[src/rtl/pipe_regfile_pkg.sv]
// Shared types and default widths for the pipe_regfile block.
package pipe_regfile_pkg;

    localparam int DEF_INDEX_BIT_WIDTH = 4;
    localparam int DEF_DATA_BIT_WIDTH  = 32;

    // CLEAR sweeps RESET_VALUE through the array; RUN is normal operation.
    typedef enum logic {
        CLEAR = 1'b0,
        RUN   = 1'b1
    } rf_state_e;

endpackage

[src/rtl/pipe_regfile_scoreboard.sv]
// Pending-load scoreboard: one bit per register, set on load issue,
// cleared on load writeback (set wins on a same-index collision).
// Stall lookups read only the registered bits.
module pipe_regfile_scoreboard #(
    parameter int INDEX_BIT_WIDTH = 4,
    parameter int N_REGS          = 1 << INDEX_BIT_WIDTH
) (
    input  logic                       clk,
    input  logic                       reset,
    input  logic                       en_i,
    input  logic                       set_i,
    input  logic [INDEX_BIT_WIDTH-1:0] set_idx_i,
    input  logic                       clr_i,
    input  logic [INDEX_BIT_WIDTH-1:0] clr_idx_i,
    input  logic [INDEX_BIT_WIDTH-1:0] rd_idx1_i,
    input  logic [INDEX_BIT_WIDTH-1:0] rd_idx2_i,
    output logic                       pend1_o,
    output logic                       pend2_o
);

    logic [N_REGS-1:0] pending_q, pending_d;

    // Next pending vector: clear first so a same-index set overrides it.
    always_comb begin
        pending_d = pending_q;
        if (en_i) begin
            if (clr_i) pending_d[clr_idx_i] = 1'b0;
            if (set_i) pending_d[set_idx_i] = 1'b1;
        end
    end

    // Pending register, wiped by reset.
    always_ff @(posedge clk) begin
        if (reset) pending_q <= '0;
        else       pending_q <= pending_d;
    end

    assign pend1_o = pending_q[rd_idx1_i];
    assign pend2_o = pending_q[rd_idx2_i];

endmodule

[src/rtl/pipe_regfile.sv]
// Decode-stage register file: 2 combinational reads, 1 write, post-reset
// clear sweep and pending-load stall flags.
// Optional macro PIPE_REGFILE_FORWARD_EN: same-cycle bypass of non-load
// writes onto the read ports.
module pipe_regfile
    import pipe_regfile_pkg::*;
#(
    parameter int INDEX_BIT_WIDTH                 = DEF_INDEX_BIT_WIDTH,
    parameter int DATA_BIT_WIDTH                  = DEF_DATA_BIT_WIDTH,
    parameter int N_REGS                          = 1 << INDEX_BIT_WIDTH,
    parameter logic [DATA_BIT_WIDTH-1:0] RESET_VALUE = '0
) (
    input  logic                       clk,
    input  logic                       reset,
    input  logic                       wrtEn,
    input  logic [INDEX_BIT_WIDTH-1:0] wrtIndex,
    input  logic [DATA_BIT_WIDTH-1:0]  dataIn,
    input  logic                       wrtIsLoad,
    input  logic [INDEX_BIT_WIDTH-1:0] rdIndex1,
    input  logic [INDEX_BIT_WIDTH-1:0] rdIndex2,
    output logic [DATA_BIT_WIDTH-1:0]  dataOut1,
    output logic [DATA_BIT_WIDTH-1:0]  dataOut2,
    input  logic                       pendSet,
    input  logic [INDEX_BIT_WIDTH-1:0] pendIndex,
    output logic                       stall1,
    output logic                       stall2,
    output logic                       clearing
);

    localparam logic [INDEX_BIT_WIDTH-1:0] LAST_IDX = INDEX_BIT_WIDTH'(N_REGS - 1);

    rf_state_e                  state_q, state_d;
    logic [INDEX_BIT_WIDTH-1:0] cnt_q, cnt_d;
    logic [DATA_BIT_WIDTH-1:0]  regs_q [N_REGS];
    logic                       run;
    logic                       pend1, pend2;

    assign run      = (state_q == RUN);
    assign clearing = ~run;

    // Sweep walks the counter once over every index, then hands over to RUN.
    always_comb begin
        state_d = state_q;
        cnt_d   = cnt_q;
        if (state_q == CLEAR) begin
            cnt_d = cnt_q + 1'b1;
            if (cnt_q == LAST_IDX) begin
                state_d = RUN;
                cnt_d   = '0;
            end
        end
    end

    // FSM state and sweep counter; reset restarts the sweep from index 0.
    always_ff @(posedge clk) begin
        if (reset) begin
            state_q <= CLEAR;
            cnt_q   <= '0;
        end else begin
            state_q <= state_d;
            cnt_q   <= cnt_d;
        end
    end

    // Array write: sweep owns the port in CLEAR, writeback owns it in RUN.
    always_ff @(posedge clk) begin
        if (!reset) begin
            if (!run)       regs_q[cnt_q]    <= RESET_VALUE;
            else if (wrtEn) regs_q[wrtIndex] <= dataIn;
        end
    end

    // Read ports; loads are never bypassed since their data arrives late.
    always_comb begin
        dataOut1 = regs_q[rdIndex1];
        dataOut2 = regs_q[rdIndex2];
`ifdef PIPE_REGFILE_FORWARD_EN
        if (wrtEn && !wrtIsLoad && wrtIndex == rdIndex1) dataOut1 = dataIn;
        if (wrtEn && !wrtIsLoad && wrtIndex == rdIndex2) dataOut2 = dataIn;
`endif
        if (!run) begin
            dataOut1 = RESET_VALUE;
            dataOut2 = RESET_VALUE;
        end
    end

    pipe_regfile_scoreboard #(
        .INDEX_BIT_WIDTH (INDEX_BIT_WIDTH),
        .N_REGS          (N_REGS)
    ) u_sb (
        .clk       (clk),
        .reset     (reset),
        .en_i      (run),
        .set_i     (pendSet),
        .set_idx_i (pendIndex),
        .clr_i     (wrtEn & wrtIsLoad),
        .clr_idx_i (wrtIndex),
        .rd_idx1_i (rdIndex1),
        .rd_idx2_i (rdIndex2),
        .pend1_o   (pend1),
        .pend2_o   (pend2)
    );

    assign stall1 = pend1 | ~run;
    assign stall2 = pend2 | ~run;

endmodule

[config.mk]
export PLATFORM = sky130hd
export DESIGN_NAME = pipe_regfile
export DESIGN_NICKNAME = d
export VERILOG_FILES = /design/src/rtl/pipe_regfile_pkg.sv /design/src/rtl/pipe_regfile_scoreboard.sv /design/src/rtl/pipe_regfile.sv
export SDC_FILE = /design/constraint.sdc
export NUM_CORES = 1
export LEC_CHECK = 0
export CAP_MARGIN = 25
export CORE_ASPECT_RATIO = 1.25
export CORE_MARGIN = 2
export CORE_UTILIZATION = 69
export CTS_BUF_LIST = sky130_fd_sc_hd__clkbuf_16
export CTS_CLUSTER_DIAMETER = 200
export DETAILED_ROUTE_END_ITERATION = 10
export DONT_BUFFER_PORTS = 1
export PLACE_DENSITY = 0.87
export SYNTH_ARGS = -nofsm -noshare
export SYNTH_HDL_FRONTEND = slang
export SYNTH_HIERARCHICAL = 1
export SYNTH_SLANG_ARGS = --single-unit
[constraint.sdc]
create_clock -name clk -period 10.72 [get_ports clk]
set_clock_uncertainty 0.15 [all_clocks]
set_input_delay 2.68 -clock clk [delete_from_list [all_inputs] [get_ports clk]]
set_output_delay 2.68 -clock clk [all_outputs]
set_load 0.01 [all_outputs]
Yosys cells after proc, flatten, opt, wreduce, memory -nomap -nowiden:

Memory sizes are Yosys's and may differ from the RTL's.
Cells that the tools add are included.

* register bits after elaboration: 21
* memory bits (writable): 512
* bits of input ports: 53
* output and inout port bits: 67
* word-level logic and storage cells: 48
* memories: 1

Memories
* regs_q: depth 16, bits a word 32, read ports 2, clocked after memory_dff 0, write ports 1, line pipe_regfile.sv:34 `logic [DATA_BIT_WIDTH-1:0] regs_q [N_REGS];`

* add/sub/neg operators: 1
* $lt $le $gt $ge: 6
* equal/unequal tests: 1
* multiplexer cells: 26
* bitwise operators: 7
* reduce and logical (&&, ||, !) cells: 3

Operators with widths (number)
* two-way mux 32 bit: 3
* two-way mux 16 bit: 3
* OR reduction 32 bit: 1
* less-than comparator 4 x 5 -> 1 bit (second input constant): 4
* bitwise AND 16 bit: 1
* inverter 16 bit: 1
* OR 16 bit: 1
* two-way mux 1 bit: 14
* binary-select mux 1 bit (select 4 bit): 2
* demux 1 bit (select 4 bit): 2
* >= comparator 4 x 1 -> 1 bit (second input constant): 2
* two-way mux 4 bit: 2
* adder 4 x 1 -> 4 bit (second input constant): 1
* equality test 4 bit (second input constant): 1
* logical AND 1 bit: 2
* OR 1 bit: 2
* bitwise AND 1 bit: 1
* inverter 1 bit: 1

Depth between registers and ports, before layout:

* word-level depth: 10
* depth in mapped cells: 7
* depth with buffers taken out: 5

Hierarchy:

The synthesis kept the hierarchy.

By module, submodules not included
* pipe_regfile: instances 1, cells each 1658, area an instance 24999.0 µm², seq. area each 15474.8 µm²
* pipe_regfile_scoreboard: instances 1, cells each 95, area an instance 938.4 µm², seq. area each 320.3 µm²

Worst setup path after synthesis:

No wires, ideal clock.

* path type: input-to-output
* start: in rdIndex1[2]
* end: out dataOut1[0]
* arrival: 3.720 ns
* required time: 7.890 ns
* setup slack: 4.170 ns
* cell stages on the path: 7
* path buffers: 3
* cells stage by stage: buf_6 -> and2_1 -> buf_2 -> clkbuf_1 -> a22oi_1 -> nand2_1 -> o22ai_1

* word-level cells in the longest chain between the ends: 2

RTL lines
* from (decl): line pipe_regfile.sv:19 `input logic [INDEX_BIT_WIDTH-1:0] rdIndex1,`
* memory (16 x 32 bit)
* two-way mux 32 bit: line pipe_regfile.sv:81 `if (!run) begin`
* to (decl): line pipe_regfile.sv:21 `output logic [DATA_BIT_WIDTH-1:0] dataOut1,`

No other way between the ends.

Worst setup path after layout:

* start: in rdIndex2[0]
* end: out dataOut2[18]

* word-level cells in the longest chain between the ends: 2

RTL lines
* from (decl): line pipe_regfile.sv:20 `input logic [INDEX_BIT_WIDTH-1:0] rdIndex2,`
* memory (16 x 32 bit)
* two-way mux 32 bit: line pipe_regfile.sv:81
* to (decl): line pipe_regfile.sv:22 `output logic [DATA_BIT_WIDTH-1:0] dataOut2,`

No other way between the ends.

==> summary.md <==
| Metric | Value |
|---|---|
| Worst reg2reg path endpoint | `regs_q[3][20]` |
| Hold Slack | `328 ps` |
| Top_reg_cell synth | `edfxtp_1` |
| Routed WL per cell | `29.8 um` |
| Crit start category | `primary input` |
| CTS Sinks | `533` |
| Rows | `79` |
| DRC Markers | `0` |
| FF+latch area | `0.0158 sq mm` |
| Setup slack, reg-to-reg | `6800 ps` |
| Final hold viol count | `0` |
| Number of nets in the layout | `1758` |
| CP Capture Point | `dataOut2[18]` |
| Overflow after GRT | `0` |
| Relative slew margins | `3.78%` |
| DR vias/cell | `7.36` |
| Clk slew on worst S/H paths | `60 ps` |
| Leak | `9.87 nW` |
| Worst IR Drop VDD | `130 uV` |
| Reg-to-Reg Start | `run` |
| GP Congestion | `0.824` |
| Vias in the first global route | `16800` |
| Largest net degree at the start of global routing | `248` |
| CP required | `7890 ps` |
| Synth Cell Area | `0.0259 sq mm` |
| Slowest-stage cell, CP | `mux4_2` |
| Min-delay worst type | `register to register` |
| Number of flops mapped to enable cells by yosys | `512` |
| Async SR Flop Fraction | `0%` |
| Syn Area/Cell | `14.8 sq um` |
| Final core occ | `74.2%` |
| Area of the multi-input gates | `0.00925 sq mm` |
| Ratio of cells with drive above 1 in the final layout | `9.76%` |
| Mapped Cells | `1753` |
| Synth Net Count | `1807` |
| Initial core utilization | `69.8%` |
| Die ar. | `0.0392 sq mm` |
| Worst path max stage delay | `1010 ps` |
| Data arrival, critical path | `4640 ps` |
| H-tree levels | `2` |
| 1st-iter DRT viols | `2263` |
| Ys Warns | `6` |
| Tot Pwr | `4.28 mW` |
| Die width | `177 um` |
| Final setup violation count | `0` |
| Nature of the critical path endpoint | `primary output` |
| CTS tree | `done` |
| WS Path Type | `primary input to primary output` |
| Placeable Area | `0.0372 sq mm` |
| DRT Wirelength | `66500 um` |
| Hold Buf Count CTS | `0` |
| Clock latency on the worst-skew pair | `570 ps` |
| Min Tclk post-route | `7470 ps` |
| RSZ-0062 raised after global routing | `false` |
| First-pass GRT wire length | `98100 um` |
| Slew Limit Fails | `0` |
| Drt first pass iters | `6` |
| Port Buf Inserts | `0` |
| Setup TNS | `0 ps` |
| Fmax | `134 MHz` |
| Routed vias | `16400` |
| Root Driver | `clkbuf_16` |
| Post-DP HPWL | `34100 um` |
| Critical path, cell by cell | `mux4_2 -> o21ai_1 -> o21ai_1` |
| Crit-path max FO | `247` |
| CTS max path bufs | `3` |
| Fin crit share | `69.7%` |
| Post-synthesis sequential area ratio | `60.9%` |
| Ports | `120` |
| Number of synthesized register bits | `533` |
| Chip Height | `221 um` |
| Pwr per Cell Area | `155 mW/mm^2` |
| Commonest cells after routing, fill and taps aside | `edfxtp_1 (512), mux2i_1 (466), a22oi_1 (202)` |
| Most common cell after layout, fill and taps aside | `edfxtp_1` |
| Area Overhead vs Synth | `6.27%` |
| Status | `finished clean` |
| Setup crit start | `rdIndex2[0]` |
| ANT nets after route | `0` |
| Post-synthesis cell type count | `43` |
| Post-CTS setup buffer count | `0` |
| Cell mode on critical path | `o21ai_1` |
| Worst Tran Pin Value | `1440 ps` |
| Reg2Reg Depth | `6` |
| Cells resized by post-CTS repair | `0` |
| Max Cap Viol | `0` |
| Fillers | `2190` |
| Initial antenna violation count | `5` |
| GRT Overall Usage | `34.0%` |
| CTS Buf Count | `49` |
==> sequential cells by signal, summed over array words and instances (netlist names) <==
| register | flops |
|---|---|
| u_sb/pending_q | 16 |
| regs_q | 512 |
| cnt_q | 4 |
| run | 1 |
==> synth_stat cells, types with 2 or more instances <==
cell type  instances  area (sq um)
buf_12            18           360
nor2_1            21          78.8
a22oi_1          202          1520
and4b_1            2          20.0
and2_1            35           219
nor2b_1            7          43.8
clkbuf_1          53           199
inv_1              5          18.8
a21oi_1           22           110
mux4_2            27           608
nand2b_1           5          31.3
mux4_1             8           210
nor2_2             2          12.5
nor3b_1            3          22.5
dfxtp_1           21           420
mux2i_1          466          4660
o22ai_1           37           231
buf_8              5          75.1
buf_4             21           158
nand2_1          121           454
nand3b_1           5          37.5
clkbuf_4           2          15.0
nand3_1            8          40.0
edfxtp_1         512         15400
a221oi_2           9           135
a221oi_1          18           158
buf_6             14           158
o21ai_0           17          85.1
buf_1              2          7.51
a31oi_1            4          25.0
o21ai_1           54           270
buf_2             16          80.1
==> per-stage QoR <==
step                cells  cell area (sq um)  setup WS (ps)
floorplan            1753              25900           4170
global placement     2135              25900           3330
detailed placement   2137              25900           3310
CTS                  2225              27500           3310
finish               2230              27600           3250
global route         2228              27600           3200
==> layout make-up <==
type                    instances  share of cell area (%)
diodes                          3                  0.0272
clock buffers                  49                    4.45
clock inverters                39                    1.38
inverters                       5                  0.0681
multi-input cells            1084                    33.5
flip-flops and latches        533                    57.3
well taps                     486                    2.21
repair buffers                 31                    1.03
==> critical path: cells and delay by family <==
| family | cells | cell delay [ps] |
|---|---|---|
| AOI/OAI and AO/OA | 2 | 270 |
| muxes | 1 | 1010 |
==> layer usage <==
layer,share of wire (%),vias to the layer above,routed length (um),global-route usage (%)
met5,0.041,-,27,0
met3,11,270,7010,7.30
met1,35,8147,23200,41.9
met2,49,1091,32500,56.3
met4,5.6,4,3740,18.9
li1,-,6909,-,-
==> power breakdown <==
group	internal [mW]	switching [mW]
sequential	2.28	0.0142
clock	1.02	0.740
combinational	0.0977	0.123
total	3.40	0.877
==> worst min path at each step <==
stage | cells after the start | from | to | slack, ps
2_1_floorplan | 2 | u_sb/pending_q[9] | u_sb/pending_q[9] | 310
3_3_place_gp | 2 | u_sb/pending_q[1] | u_sb/pending_q[1] | 320
3_5_place_dp | 2 | u_sb/pending_q[6] | u_sb/pending_q[6] | 320
4_1_cts | 2 | u_sb/pending_q[7] | u_sb/pending_q[7] | 330
5_1_grt | 2 | u_sb/pending_q[7] | u_sb/pending_q[7] | 350
6_report | 2 | u_sb/pending_q[7] | u_sb/pending_q[7] | 330
==> cell families (layout without fill, tap and decap cells) <==
family	Yosys count	after routing	share of synthesized area, %
mux	502	502	21.2
fa+ha+maj	1	1	0.0482
simple gates	217	217	3.95
flops	533	533	60.9
compound gates	363	363	9.76
buf+inv	136	124	4.13
other cells	0	3	0
xor+xnor	1	1	0.0338
No activity file was read; power rests on OpenSTA's default activity.
